$ cat src/rtl/pc060ha_mailbox_ctrl.sv
// PC060HA-style main<->sound CPU mailbox controller.
// Holds two 4-entry nibble mailboxes (M2S, S2M), their full flags, the per-side index
// registers, slave NMI gating and the slave reset latch.
// Optional feature: define PC060HA_MIRQ_EN to add the MIRQ output. The enable is written
// through master index 5.
module pc060ha_mailbox_ctrl #(
    parameter int unsigned NIB_W       = 4,
    parameter bit          SRESET_INIT = 1'b0
) (
    input  logic             CLK,
    input  logic             RESET,
    input  logic             MWR,
    input  logic             MRD,
    input  logic             MA0,
    input  logic [NIB_W-1:0] MDI,
    output logic [NIB_W-1:0] MDO,
    input  logic             SWR,
    input  logic             SRD,
    input  logic [1:0]       SA,
    input  logic [NIB_W-1:0] SDI,
    output logic [NIB_W-1:0] SDO,
    output logic             SNMI,
    output logic             SRESET
`ifdef PC060HA_MIRQ_EN
    ,
    output logic             MIRQ
`endif
);

    logic [NIB_W-1:0] m2s_q [4];
    logic [NIB_W-1:0] m2s_d [4];
    logic [NIB_W-1:0] s2m_q [4];
    logic [NIB_W-1:0] s2m_d [4];
    logic [2:0]       midx_q, midx_d;
    logic [1:0]       sidx_q, sidx_d;
    logic             m2s_full_q, m2s_full_d;
    logic             s2m_full_q, s2m_full_d;
    logic             nmi_en_q, nmi_en_d;
    logic             snmi_q, snmi_d;
    logic             sreset_q, sreset_d;
    logic [NIB_W-1:0] mdo_q, mdo_d;
    logic [NIB_W-1:0] sdo_q, sdo_d;
    logic             m2s_set, m2s_clr, s2m_set, s2m_clr;
    logic             m_rd, s_rd;
`ifdef PC060HA_MIRQ_EN
    logic             mirq_en_q, mirq_en_d;
    logic             mirq_q, mirq_d;
`endif

    // Next-state for both bus sides, flag set/clear arbitration and registered IRQ levels.
    always_comb begin
        m2s_d      = m2s_q;
        s2m_d      = s2m_q;
        midx_d     = midx_q;
        sidx_d     = sidx_q;
        nmi_en_d   = nmi_en_q;
        sreset_d   = sreset_q;
        mdo_d      = mdo_q;
        sdo_d      = sdo_q;
        m2s_set    = 1'b0;
        m2s_clr    = 1'b0;
        s2m_set    = 1'b0;
        s2m_clr    = 1'b0;
`ifdef PC060HA_MIRQ_EN
        mirq_en_d  = mirq_en_q;
        mirq_d     = s2m_full_q & mirq_en_q;
`endif
        // A write strobe in the same cycle suppresses the read entirely.
        m_rd       = MRD & ~MWR;
        s_rd       = SRD & ~SWR;
        snmi_d     = m2s_full_q & nmi_en_q;

        // Master side
        if (MWR) begin
            if (!MA0) begin
                midx_d = MDI[2:0];
            end else if (!midx_q[2]) begin
                m2s_d[midx_q[1:0]] = MDI;
                m2s_set            = (midx_q[1:0] == 2'd3);
                midx_d             = {1'b0, midx_q[1:0] + 2'd1};
            end else if (midx_q == 3'd4) begin
                sreset_d = MDI[0];
            end
`ifdef PC060HA_MIRQ_EN
            else if (midx_q == 3'd5) begin
                mirq_en_d = MDI[0];
            end
`endif
        end else if (m_rd) begin
            if (!MA0) begin
                mdo_d      = '0;
                mdo_d[1:0] = {m2s_full_q, s2m_full_q};
            end else if (!midx_q[2]) begin
                mdo_d   = s2m_q[midx_q[1:0]];
                s2m_clr = (midx_q[1:0] == 2'd3);
                midx_d  = {1'b0, midx_q[1:0] + 2'd1};
            end else begin
                mdo_d = '0;
            end
        end

        // Slave side
        if (SWR) begin
            unique case (SA)
                2'd0: sidx_d = SDI[1:0];
                2'd1: begin
                    s2m_d[sidx_q] = SDI;
                    s2m_set       = (sidx_q == 2'd3);
                    sidx_d        = sidx_q + 2'd1;
                end
                2'd2: nmi_en_d = 1'b0;
                2'd3: nmi_en_d = 1'b1;
            endcase
        end else if (s_rd) begin
            unique case (SA)
                2'd0: begin
                    sdo_d      = '0;
                    sdo_d[1:0] = {s2m_full_q, m2s_full_q};
                end
                2'd1: begin
                    sdo_d   = m2s_q[sidx_q];
                    m2s_clr = (sidx_q == 2'd3);
                    sidx_d  = sidx_q + 2'd1;
                end
                2'd2: begin
                    nmi_en_d = 1'b0;
                    sdo_d    = '0;
                end
                2'd3: begin
                    nmi_en_d = 1'b1;
                    sdo_d    = '0;
                end
            endcase
        end

        // Set wins over a simultaneous clear.
        m2s_full_d = m2s_set | (m2s_full_q & ~m2s_clr);
        s2m_full_d = s2m_set | (s2m_full_q & ~s2m_clr);
    end

    // State registers with synchronous reset.
    always_ff @(posedge CLK) begin
        if (RESET) begin
            for (int i = 0; i < 4; i++) begin
                m2s_q[i] <= '0;
                s2m_q[i] <= '0;
            end
            midx_q     <= '0;
            sidx_q     <= '0;
            m2s_full_q <= 1'b0;
            s2m_full_q <= 1'b0;
            nmi_en_q   <= 1'b0;
            snmi_q     <= 1'b0;
            sreset_q   <= SRESET_INIT;
            mdo_q      <= '0;
            sdo_q      <= '0;
`ifdef PC060HA_MIRQ_EN
            mirq_en_q  <= 1'b0;
            mirq_q     <= 1'b0;
`endif
        end else begin
            m2s_q      <= m2s_d;
            s2m_q      <= s2m_d;
            midx_q     <= midx_d;
            sidx_q     <= sidx_d;
            m2s_full_q <= m2s_full_d;
            s2m_full_q <= s2m_full_d;
            nmi_en_q   <= nmi_en_d;
            snmi_q     <= snmi_d;
            sreset_q   <= sreset_d;
            mdo_q      <= mdo_d;
            sdo_q      <= sdo_d;
`ifdef PC060HA_MIRQ_EN
            mirq_en_q  <= mirq_en_d;
            mirq_q     <= mirq_d;
`endif
        end
    end

    assign MDO    = mdo_q;
    assign SDO    = sdo_q;
    assign SNMI   = snmi_q;
    assign SRESET = sreset_q;
`ifdef PC060HA_MIRQ_EN
    assign MIRQ   = mirq_q;
`endif

endmodule
$ cat config.mk
export PLATFORM = sky130hd
export DESIGN_NAME = pc060ha_mailbox_ctrl
export DESIGN_NICKNAME = d
export VERILOG_FILES = /design/src/rtl/pc060ha_mailbox_ctrl.sv
export SDC_FILE = /design/constraint.sdc
export NUM_CORES = 1
export LEC_CHECK = 0
export BUFFER_PORTS_ARGS = -buffer_cell sky130_fd_sc_hd__buf_2
export CAP_MARGIN = 30
export CORE_UTILIZATION = 50
export DETAILED_ROUTE_END_ITERATION = 8
export GPL_TIMING_DRIVEN = 0
export PLACE_DENSITY = 0.76
export SETUP_SLACK_MARGIN = 0.3
export SLEW_MARGIN = 40
export SYNTH_ARGS = -nofsm -noshare
export SYNTH_HDL_FRONTEND = slang
export SYNTH_SLANG_ARGS = --single-unit
$ cat constraint.sdc
create_clock -name CLK -period 2.1 [get_ports CLK]
set_input_delay 0 -clock CLK [delete_from_list [all_inputs] [get_ports CLK]]
set_output_delay 0 -clock CLK [all_outputs]
set_load 0.01 [all_outputs]
==> impl_metrics.py <==
metrics = {
    "run_status": {
        "status": "finished clean",
    },
    "timing": {
        "drv_slew": 0,
        "rsz0062_at_grt": "false",
        "period_needed_ns": 1.59,
        "finalSetupViolCount": 0,
        "worstMarginPinSlew_ns": 0.590,
        "finalSetupTns_ns": 0,
        "finalCritPeriodShare": 0.757,
        "hold_viol": 0,
        "fmax_mhz": 629,
        "worst_clock_skew_ns": 0.00748,
        "relSlewSlack": 0.607,
    },
    "cts": {
        "clkLatencyLatePin_ns": 0.31,
        "cts.path.max_buffers": 2,
        "post-cts-setup-buffers": 0,
        "clkTransAtPathRegs_ns": 0.08,
        "cts_num_sinks": 50,
        "htreeDepth": 2,
        "cts_made_buffers": 5,
        "root_buffer": "clkbuf_8",
        "cts_tree": "done",
    },
    "global_routing": {
        "grt_max_degree": 16,
        "grtUsageTotal": 0.222,
        "grt_pass1_vias": 1686,
        "grt_pass1_wl_um": 8190,
        "overflow": 0,
        "antenna_found_initial": 0,
    },
    "logic_synthesis": {
        "synthesis.nets": 255,
        "yosysSeqAreaShare": 0.443,
        "synth_cell_types": 29,
        "synth_fa_ha_area_frac": 0.0443,
        "yosysWarnings": 0,
        "synth_simple_gate_area_share": 0.166,
        "ys_ff_latch": 50,
        "syn-cell-area_um2": 2260,
        "synth_xor_area_frac": 0,
        "synthMuxAreaShare": 0.237,
        "avgSynthCellArea_um2": 9.83,
        "synth_top_family_by_area": "multiplexers",
        "synth-compound-area-share": 0.0753,
        "synthCells": 230,
    },
    "setup_path": {
        "reg2reg_from": "sidx_q[0]",
        "r2r_cells": 6,
        "cpPeakStageDelay_ns": 0.37,
        "path_max_fanout": 7,
        "timing.rr.end": "s2m_q[7]",
        "crit_path_cell_trace": "clkbuf_2 -> inv_1 -> ha_1 -> nand3_1 -> mux2i_1 -> nor2_1",
        "cp-end-kind": "flip-flop",
        "arrival_ns": 1.77,
        "reg2reg_slack_ns": 0.51,
        "critPathTopFamily": "flip-flops",
        "critPathLaunchType": "flip-flop",
        "path_class": "flip-flop to flip-flop",
        "crit_slowest_cell": "dfxtp_1",
        "worst-endpoint-required_ns": 2.28,
        "path_buf_inv": 2,
    },
    "floorplan": {
        "ioPinCount": 27,
        "die_y_um": 69.2,
        "rows": 24,
        "die_w_um": 69.2,
        "dieArea_um2": 4790,
        "initial_core_util": 0.519,
        "core_um2": 4350,
    },
    "detailed_routing": {
        "vias": 1795,
        "drt_iter0_drc": 91,
        "drc": 0,
        "first_pass_iters": 4,
        "routed_via_density": 5.63,
        "antenna_left": 0,
        "wl_per_cell_um": 15.5,
        "routed_wl_um": 4930,
    },
    "finish": {
        "seq_area_um2": 1000,
        "drive_gt1_frac": 0.176,
        "layoutNonFillerInstCount": 319,
        "multi_input_area_um2": 1180,
        "n_fill_cell": 384,
        "area_delta_synth_final_pct": 14.6,
        "num_antenna_cells": 0,
        "fin_nets": 292,
    },
    "power_and_ir_drop": {
        "p_seq_frac": 0.564,
        "powerDensity_nw_per_um2": 679,
        "power.share.combinational": 0.126,
        "power_leakage_nw": 1.23,
        "power.switching_w": 0.000462,
        "p_clk_frac": 0.310,
        "ir_drop_v": 0.000409,
        "p_int_w": 0.00130,
        "switching_share": 0.263,
    },
    "min_path": {
        "whs_endpoint": "s2m_q[4]",
        "hp-class": "input pin to flip-flop",
        "worstHoldPathCells": 3,
        "min-delay-start": "SDI[0]",
    },
    "placement": {
        "dp_hpwl_um": 3590,
        "placed_cells": 307,
        "io_buffers": 25,
        "gp_congestion": 0.796,
    },
    "run": {
        "drv_cap": 0,
    },
}
==> synth_stat cells <==
cell | number | area share
dfxtp_1 | 50 | 0.44
nor2_1 | 44 | 0.073
mux2i_1 | 39 | 0.17
nand3_1 | 13 | 0.029
clkbuf_1 | 8 | 0.013
ha_1 | 8 | 0.044
nand2_1 | 8 | 0.013
a21oi_1 | 7 | 0.015
mux4_2 | 6 | 0.060
inv_1 | 5 | 0.0083
nor3_1 | 5 | 0.011
o21ai_0 | 5 | 0.011
a22oi_1 | 4 | 0.013
nand2b_1 | 4 | 0.011
a22o_1 | 3 | 0.012
a211oi_1 | 2 | 0.0066
a311oi_1 | 2 | 0.0077
and2b_1 | 2 | 0.0066
buf_2 | 2 | 0.0044
nand3b_1 | 2 | 0.0066
nor2b_1 | 2 | 0.0055
o22ai_1 | 2 | 0.0055
a2111oi_0 | 1 | 0.0039
buf_4 | 1 | 0.0033
buf_6 | 1 | 0.0050
mux2_2 | 1 | 0.0050
nand4_1 | 1 | 0.0028
nor3b_1 | 1 | 0.0033
or3b_1 | 1 | 0.0039
==> cell families (layout without fill, tap and decap cells) <==
| group | count (synthesis) | count (layout) |
|---|---|---|
| AOI/OAI and AO/OA | 26 | 26 |
| adders and majority gates | 8 | 8 |
| buffers and inverters | 17 | 54 |
| DFF | 50 | 50 |
| muxes | 46 | 46 |
| and+or+nand+nor | 83 | 83 |
==> state kept, by name (all words and copies together), names as in the netlist <==
name        cells
sidx_q          2
m2s_q          16
s2m_full_q      1
SDO             4
nmi_en_q        1
SRESET          1
MDO             4
midx_q          3
m2s_full_q      1
s2m_q          16
SNMI            1
==> cell type report <==
cell class	instances	area share
timing repair buffer	30	0.0676
tap	52	0.0251
clock inverter	2	0.00580
clock buffer	5	0.0266
multi-input combinational	163	0.457
buffer	12	0.0242
inverter	5	0.00725
sequential	50	0.387
==> metrics by stage <==
stage / power [W] / hold slack (ns) / cell area (um^2) / setup slack, ns / utilization
3_3_place_gp: 0.00122 / 0.283 / 2450 / 0.355 / 0.563
4_1_cts: 0.00177 / 0.0162 / 2590 / 0.331 / 0.594
2_1_floorplan: 0.00115 / 0.144 / 2260 / 0.616 / -
6_report: 0.00176 / 0.0146 / 2590 / 0.511 / 0.595
3_5_place_dp: 0.00123 / 0.290 / 2450 / 0.292 / 0.563
5_1_grt: 0.00183 / 0.0339 / 2590 / 0.381 / 0.595
==> power groups by stage <==
stage | Combinational (W) | Clock (W) | Sequential (W)
after floorplan | 0.000145 | 0 | 0.00101
after global placement | 0.000206 | 0 | 0.00101
after detailed placement | 0.000212 | 0 | 0.00101
after CTS | 0.000220 | 0.000559 | 0.000991
after global routing | 0.000247 | 0.000591 | 0.000995
final | 0.000221 | 0.000546 | 0.000992
==> worst max path at each step <==
stage | slack [ns] | startpoint | cells past startpoint | to
6_report | 0.51 | sidx_q[0] | 6 | s2m_q[7]
5_1_grt | 0.38 | midx_q[1] | 6 | m2s_q[13]
4_1_cts | 0.33 | sidx_q[1] | 6 | s2m_q[15]
3_5_place_dp | 0.29 | midx_q[1] | 6 | m2s_q[9]
3_3_place_gp | 0.36 | midx_q[1] | 6 | m2s_q[11]
2_1_floorplan | 0.62 | midx_q[1] | 6 | m2s_q[15]
==> metal layers <==
layer	GRT usage	wire (um)	up-vias
li1	-	-	885
met1	0.301	2370	850
met2	0.344	2280	51
met3	0.0494	209	9
met4	0.0930	80	0
met5	0	0	-
==> worst min-delay path: stages <==
cell and delay (ns):
buf_2 0.14, mux2i_1 0.08, nor2_1 0.07
==> layout by cell type, fill, tap and decap left out, types with 3 or more instances in the layout <==
master,instances
clkbuf_2,3
o21ai_0,5
mux2i_1,39
nand3_1,13
a22o_1,3
clkbuf_8,5
clkbuf_1,5
a21oi_1,7
nand2_1,8
ha_1,8
dlygate4sd3_1,5
nand2b_1,4
buf_2,27
dfxtp_1,49
nor2_1,44
inv_1,5
nor3_1,5
a22oi_1,4
mux4_2,6
==> timing repair <==
item | 4_1_cts | 5_1_grt
gates cloned | 0 | 0
resized for setup | 1 | 5
endpoints found under the hold margin | 14 | 0
hold buffers | 5 | 0
endpoints found under the setup margin | 1 | 13
(Power assumes the default switching activity.)
